`src/rtl/rr_decoder_arbiter_if.sv`:
```
// Request/grant bundle for the 8-way round-robin arbiter.
// The master modport belongs to the requester side; the slave modport belongs to the arbiter.
interface rr_decoder_arbiter_if #(
  parameter int IDX_W = 3
);
  localparam int N = 2 ** IDX_W;

  logic             enable;
  logic [N-1:0]     req;
  logic             done;
  logic [N-1:0]     gnt;
  logic [IDX_W-1:0] gnt_idx;
  logic             gnt_valid;
  logic             busy;
  logic             timeout;

  modport master (
    output enable, req, done,
    input  gnt, gnt_idx, gnt_valid, busy, timeout
  );

  modport slave (
    input  enable, req, done,
    output gnt, gnt_idx, gnt_valid, busy, timeout
  );
endinterface

```
`src/rtl/rr_decoder_arbiter.sv`:
```
// 8-way round-robin arbiter with a registered winner index decoded to a one-hot grant.
// Define RR_ARB_TIMEOUT_EN to add a hold counter that force-releases grants after MAX_HOLD cycles.
module rr_decoder_arbiter #(
  parameter int IDX_W    = 3,
  parameter int MAX_HOLD = 16
) (
  input logic                 clk,
  input logic                 rst,
  rr_decoder_arbiter_if.slave bus
);
  localparam int N = 2 ** IDX_W;

  localparam logic [1:0] ST_IDLE    = 2'd0;
  localparam logic [1:0] ST_GRANT   = 2'd1;
  localparam logic [1:0] ST_RELEASE = 2'd2;

  logic [1:0]       state_reg, state_next;
  logic [IDX_W-1:0] ptr_reg, ptr_next;
  logic [IDX_W-1:0] gnt_idx_reg, gnt_idx_next;
  logic [N-1:0]     gnt_reg, gnt_next;
  logic             gnt_valid_reg, gnt_valid_next;
  logic             timeout_reg, timeout_next;

  logic [IDX_W-1:0] win_idx;
  logic [N-1:0]     win_onehot;
  logic             win_found;
  logic             normal_release;
  logic             force_release;

  // Scan upward from ptr with natural IDX_W-bit wrap; the first set request wins.
  always_comb begin
    win_found = 1'b0;
    win_idx   = ptr_reg;
    for (int k = 0; k < N; k++) begin
      if (!win_found && bus.req[ptr_reg + IDX_W'(k)]) begin
        win_found = 1'b1;
        win_idx   = ptr_reg + IDX_W'(k);
      end
    end
  end

  generate
    for (genvar gi = 0; gi < N; gi++) begin : g_dec
      assign win_onehot[gi] = (win_idx == IDX_W'(gi));
    end
  endgenerate

  assign normal_release = bus.done | ~bus.req[gnt_idx_reg] | ~bus.enable;

`ifdef RR_ARB_TIMEOUT_EN
  logic [7:0] hold_cnt_reg, hold_cnt_next;

  assign force_release = (hold_cnt_reg == 8'(MAX_HOLD - 1));

  always_comb begin
    hold_cnt_next = hold_cnt_reg;
    if (state_reg != ST_GRANT) begin
      hold_cnt_next = 8'd0;
    end else if (!normal_release && !force_release) begin
      hold_cnt_next = hold_cnt_reg + 8'd1;
    end
  end

  always_ff @(posedge clk) begin
    if (rst) begin
      hold_cnt_reg <= 8'd0;
    end else begin
      hold_cnt_reg <= hold_cnt_next;
    end
  end
`else
  logic [7:0] unused_max_hold;

  assign unused_max_hold = 8'(MAX_HOLD);
  assign force_release   = 1'b0;
`endif

  always_comb begin
    state_next     = state_reg;
    ptr_next       = ptr_reg;
    gnt_idx_next   = gnt_idx_reg;
    gnt_next       = gnt_reg;
    gnt_valid_next = gnt_valid_reg;
    timeout_next   = 1'b0;
    case (state_reg)
      ST_IDLE: begin
        if (bus.enable && win_found) begin
          gnt_idx_next   = win_idx;
          gnt_next       = win_onehot;
          gnt_valid_next = 1'b1;
          state_next     = ST_GRANT;
        end else begin
          gnt_next       = '0;
          gnt_valid_next = 1'b0;
        end
      end
      ST_GRANT: begin
        // A normal release on the same edge as the hold limit suppresses the timeout pulse.
        if (normal_release || force_release) begin
          gnt_next       = '0;
          gnt_valid_next = 1'b0;
          ptr_next       = gnt_idx_reg + IDX_W'(1);
          timeout_next   = ~normal_release;
          state_next     = ST_RELEASE;
        end
      end
      ST_RELEASE: begin
        gnt_next       = '0;
        gnt_valid_next = 1'b0;
        state_next     = ST_IDLE;
      end
      default: begin
        gnt_next       = '0;
        gnt_valid_next = 1'b0;
        state_next     = ST_IDLE;
      end
    endcase
  end

  always_ff @(posedge clk) begin
    if (rst) begin
      state_reg     <= ST_IDLE;
      ptr_reg       <= '0;
      gnt_idx_reg   <= '0;
      gnt_reg       <= '0;
      gnt_valid_reg <= 1'b0;
      timeout_reg   <= 1'b0;
    end else begin
      state_reg     <= state_next;
      ptr_reg       <= ptr_next;
      gnt_idx_reg   <= gnt_idx_next;
      gnt_reg       <= gnt_next;
      gnt_valid_reg <= gnt_valid_next;
      timeout_reg   <= timeout_next;
    end
  end

  assign bus.gnt       = gnt_reg;
  assign bus.gnt_idx   = gnt_idx_reg;
  assign bus.gnt_valid = gnt_valid_reg;
  assign bus.busy      = gnt_valid_reg;
  assign bus.timeout   = timeout_reg;
endmodule
```
`src/flat_wrapper.sv`:
```
// flat-port wrapper written by rule: the top's interface ports become plain ports
module rr_decoder_arbiter_flat 
#(
  parameter int IDX_W    = 3,
  parameter int MAX_HOLD = 16
)
  (clk, rst, bus_enable, bus_req, bus_done, bus_gnt, bus_gnt_idx, bus_gnt_valid, bus_busy, bus_timeout);
  rr_decoder_arbiter_if #(.IDX_W(IDX_W)) bus_i ();
  input logic clk;
  input logic rst;
  input wire logic [$bits(bus_i.enable)-1:0] bus_enable;
  input wire logic [$bits(bus_i.req)-1:0] bus_req;
  input wire logic [$bits(bus_i.done)-1:0] bus_done;
  output wire logic [$bits(bus_i.gnt)-1:0] bus_gnt;
  output wire logic [$bits(bus_i.gnt_idx)-1:0] bus_gnt_idx;
  output wire logic [$bits(bus_i.gnt_valid)-1:0] bus_gnt_valid;
  output wire logic [$bits(bus_i.busy)-1:0] bus_busy;
  output wire logic [$bits(bus_i.timeout)-1:0] bus_timeout;
  assign bus_i.enable = bus_enable;
  assign bus_i.req = bus_req;
  assign bus_i.done = bus_done;
  assign bus_gnt = bus_i.gnt;
  assign bus_gnt_idx = bus_i.gnt_idx;
  assign bus_gnt_valid = bus_i.gnt_valid;
  assign bus_busy = bus_i.busy;
  assign bus_timeout = bus_i.timeout;
  rr_decoder_arbiter #(.IDX_W(IDX_W), .MAX_HOLD(MAX_HOLD)) u_core (.clk(clk), .rst(rst), .bus(bus_i));
endmodule
```
`config.mk`:
```
export PLATFORM = sky130hd
export DESIGN_NAME = rr_decoder_arbiter_flat
export DESIGN_NICKNAME = d
export VERILOG_FILES = /design/src/rtl/rr_decoder_arbiter_if.sv /design/src/rtl/rr_decoder_arbiter.sv /design/src/flat_wrapper.sv
export SDC_FILE = /design/constraint.sdc
export NUM_CORES = 1
export LEC_CHECK = 0
export CORE_ASPECT_RATIO = 1.25
export CORE_MARGIN = 8
export CORE_UTILIZATION = 40
export CTS_BUF_LIST = sky130_fd_sc_hd__clkbuf_4 sky130_fd_sc_hd__clkbuf_8
export CTS_CLUSTER_SIZE = 25
export DETAILED_ROUTE_END_ITERATION = 7
export DONT_BUFFER_PORTS = 1
export SLEW_MARGIN = 20
export SYNTH_ARGS = -nofsm -noshare
export SYNTH_HDL_FRONTEND = slang
export SYNTH_SLANG_ARGS = --single-unit
```
`constraint.sdc`:
```
create_clock -name clk -period 3.8 [get_ports clk]
set_input_delay 0.38 -clock clk [delete_from_list [all_inputs] [get_ports clk]]
set_output_delay 0.38 -clock clk [all_outputs]
set_load 0.005 [all_outputs]
```
==> impl.org <==
** CTS
- Number of gates given a new drive strength after cts :: 0
- In this run the number of H-tree levels came out at 1.
- TritonCTS clock tree :: yes
- Clock slew at the register clock pins of the worst setup and hold paths :: around 70 ps
- At the later pin of the worst-skew pair, clock insertion delay measures 250 ps.
- Largest buffer count on any clock path :: 2
- In this run, CTS created clock tree buffers numbering 3.
- The number of setup buffers added after CTS is 0.
- The root buffer cell chosen for the clock tree is sky130_fd_sc_hd__clkbuf_8.
- In this run, post-CTS hold repair placed 0 buffers.
- The clock net in this run drives a total of 18 sinks.

** STA
- In the finished design, the share of the clock period the worst path needs comes to 0.891.
- FMAX :: 295 MHz
- The worst pin sits at a relative slew slack of 0.613.
- Final Setup Violations :: 0
- Setup TNS Final :: 0 ps
- Unrepaired setup endpoints after global routing :: no
- Worst Tran Pin Value :: just under 600 ps
- Number of endpoints with negative hold slack in the final report :: 0
- Across all hold checks on the routed design, the worst slack comes to 187 ps.
- Maximum clock skew at final layout :: 3.33 ps
- Final Max Slew Viols :: 0
- The smallest clock period supported by the final layout is computed as 3390 ps.

** Detailed routing
- The count of nets left with antenna violations once routing finished came out at 0.
- DRC viols :: 0
- In the final routed layout, each cell accounts on average for 18.1 µm.
- DRC violation total after the first TritonRoute iteration :: 37
- Router iterations before antenna repair :: 4
- Across all layers, the routed design uses between 1000 and 1500 vias.
- The final layout contains routed wiring with a total length of 4190 µm.
- Avg Vias per Cell :: 6.02

** Die
- For this design the top-level I/O count stands at 26.
- The floorplan step defined a core boundary enclosing 4130 µm².
- Die outline area :: between 6000 and 7000 µm²
- The floorplan step set the die height to 89.4 µm.
- Row count :: 26
- Measured along the x axis, the die boundary spans 74.7 µm.
- The initial utilization of the core area, before any placement, comes to 0.417.

** Flow run
- Maxcap violations :: 0

** Yosys
- Largest area contributor in the synthesized netlist :: sky130_fd_sc_hd__dfxtp_1
- Yosys attributes the largest share of cell area to sky130_fd_sc_hd__dfxtp_1 (21%), sky130_fd_sc_hd__mux4_2 (18%), sky130_fd_sc_hd__mux2i_1 (5.2%).
- The number of nets handed over by synthesis was between 150 and 200.
- For this run, asynchronously set or reset flops after synthesis account for 0.
- Distinct cell type count after synthesis :: 53
- For this run, the register share of the synthesized area comes to 0.209.
- Flip-flop and latch count after synthesis :: 18
- Synthesis warning total :: 0
- Number of instances in the synthesized netlist :: 178
- Top flip-flop cell by instance count after synthesis :: sky130_fd_sc_hd__dfxtp_1
- In this run, synthesis inferred 0 flip-flops with an integrated enable.
- Post-synthesis cell area :: 1720 µm²
- Area fraction of the dominant cell type after synthesis :: 0.209
- Averaged over all synthesized cells, the footprint is 9.68 µm².

** Layout
- In the final layout, the share of cells above drive strength 1 is 0.244.
- Net total in the final layout :: 192
- Flip-flop count of the largest register, all copies and words added :: 8
- Antenna cells :: 0
- Fin util :: 0.437
- The area growth from synthesis to layout is 4.72%.
- Counting the fill cells in the layout gives 412.

** Setup path
- Critical path endpoint category :: flip-flop
- Grouping stages by cell kind, the critical path spends the most delay in multiplexers.
- The critical path goes through inv_1, ha_1, buf_4, mux2_2, mux4_2, a2bb2oi_1, nand2_1, nor3_2, xnor2_2, nor2_1, a22o_1.
- Arrival time worst endpoint :: 3540 ps
- The largest single stage delay on the critical path is 510 ps.
- Along the worst path, the maximum fanout reaches 9.
- Type of origin of the critical path :: flip-flop
- The critical path in this run is classified as flip-flop to flip-flop.
- Counting both buffers and inverters, the worst setup path holds a total of 2.
- The slowest stage of the critical path is the sky130_fd_sc_hd__mux4_2 cell.
- STA puts the critical path data required time at approximately 4000 ps.

** GRT
- Entering global routing, the biggest net connects 15 pins.
- Initial antenna violation count :: 0
- Wire length of the first global-routing pass :: 6780 µm
- For this run the aggregate overflow at the end of global routing stands at 0.
- The number of global-route vias before repair was 1351.
- Overall track demand over capacity in global routing :: 0.128

** Min path
- The min-delay analysis places its worst path in the category input pin to flip-flop.

** Power
- Max IR drop VDD :: 0.160 mV
- For this design the static power due to leakage is 0.627 nW.
- Total power of the final layout :: 0.643 mW
- For this design the ratio of total power to cell area is between 300 and 400 nW/µm².

** Placed design
- Number of buffer cells added on primary ports :: 0
- Placer's final routability congestion estimate :: about 0.9
- HPWL after detailed placement :: 3440 µm

** Run status
- The flow ran to the end, and the final reports show no timing, DRC or antenna violations.
## cell type report
class	instances	area, µm²	area share
repair buffers	3	22.5	0.0125
inverters	5	18.8	0.0104
well taps	56	70.1	0.0388
multi-input cells	146	1280	0.708
clock buffers	4	55.1	0.0305
flip-flops and latches	18	360	0.200
## power breakdown
group	total [mW]	switching [mW]	internal, mW	leakage (nW)
combinational	0.273	0.147	0.126	0.452
sequential	0.216	0.0147	0.201	0.147
clock	0.155	0.0631	0.0921	0.0288
## final timing paths
check,slack (ps),end,depth (start not counted),startpoint
setup / recovery,410,u_core.bus.gnt[0]$_SDFFE_PP0P_,11,u_core.ptr_reg[0]$_SDFFE_PP0P_
setup reg to reg,410,u_core.bus.gnt[0]$_SDFFE_PP0P_,11,u_core.ptr_reg[0]$_SDFFE_PP0P_
hold / removal,190,u_core.ptr_reg[0]$_SDFFE_PP0P_,1,rst
hold reg to reg,480,u_core.bus.gnt[5]$_SDFFE_PP0P_,2,u_core.bus.gnt[5]$_SDFFE_PP0P_
## cell families after synthesis
group,share of synthesized area
DFF,0.209
adders and majority gates,0.0218
xor gates and xnor gates,0.0494
AOI/OAI and AO/OA,0.174
buffers and inverters,0.0494
other,0.00218
muxes,0.289
and+or+nand+nor,0.205
## through the flow
| step | area (µm²) | instances | setup WS [ps] |
|---|---|---|---|
| 4_1_cts | 1800 | 232 | 421 |
| 3_3_place_gp | 1750 | 228 | 444 |
| 3_5_place_dp | 1750 | 228 | 433 |
| 2_1_floorplan | 1720 | 178 | 607 |
| 5_1_grt | 1800 | 232 | 237 |
| 6_report | 1800 | 232 | 413 |
## cell usage in the layout (no fill, tap or decap), types with 4 or more instances in the layout
master / count
sky130_fd_sc_hd__inv_1: 5
sky130_fd_sc_hd__clkbuf_8: 4
sky130_fd_sc_hd__dfxtp_1: 18
sky130_fd_sc_hd__nor2_1: 19
sky130_fd_sc_hd__xnor2_1: 4
sky130_fd_sc_hd__mux2_2: 7
sky130_fd_sc_hd__nand2_1: 18
sky130_fd_sc_hd__mux2i_1: 9
sky130_fd_sc_hd__a22o_1: 6
sky130_fd_sc_hd__nor3_1: 4
sky130_fd_sc_hd__mux4_2: 14
sky130_fd_sc_hd__a21oi_1: 6
sky130_fd_sc_hd__o31ai_1: 4
## cells in the mapped netlist, types with 2 or more instances
library cell	n
sky130_fd_sc_hd__buf_4	2
sky130_fd_sc_hd__inv_1	5
sky130_fd_sc_hd__nor2b_1	2
sky130_fd_sc_hd__dfxtp_1	18
sky130_fd_sc_hd__nand2b_1	2
sky130_fd_sc_hd__mux2_2	7
sky130_fd_sc_hd__nor2_1	19
sky130_fd_sc_hd__mux2i_1	9
sky130_fd_sc_hd__ha_1	3
sky130_fd_sc_hd__o221ai_1	2
sky130_fd_sc_hd__nand3b_1	2
sky130_fd_sc_hd__nor3_1	4
sky130_fd_sc_hd__buf_6	3
sky130_fd_sc_hd__nand2_1	18
sky130_fd_sc_hd__nor3_2	2
sky130_fd_sc_hd__o21ai_0	2
sky130_fd_sc_hd__buf_2	2
sky130_fd_sc_hd__nor4_1	3
sky130_fd_sc_hd__o211ai_1	3
sky130_fd_sc_hd__mux4_2	14
sky130_fd_sc_hd__xnor2_1	4
sky130_fd_sc_hd__clkbuf_1	2
sky130_fd_sc_hd__a22o_1	6
sky130_fd_sc_hd__o31ai_1	4
sky130_fd_sc_hd__xnor2_2	2
sky130_fd_sc_hd__o21ai_1	2
sky130_fd_sc_hd__or2_4	2
sky130_fd_sc_hd__a21oi_1	6
sky130_fd_sc_hd__a211oi_1	2
sky130_fd_sc_hd__or2_2	2
sky130_fd_sc_hd__xor2_1	2
## routing by layer
metal | share of wire | track usage
met1 | 0.41 | 0.146
met2 | 0.52 | 0.229
met3 | 0.054 | 0.0348
met4 | 0.019 | 0.0304
met5 | 0 | 0
(Power assumes the default switching activity.)
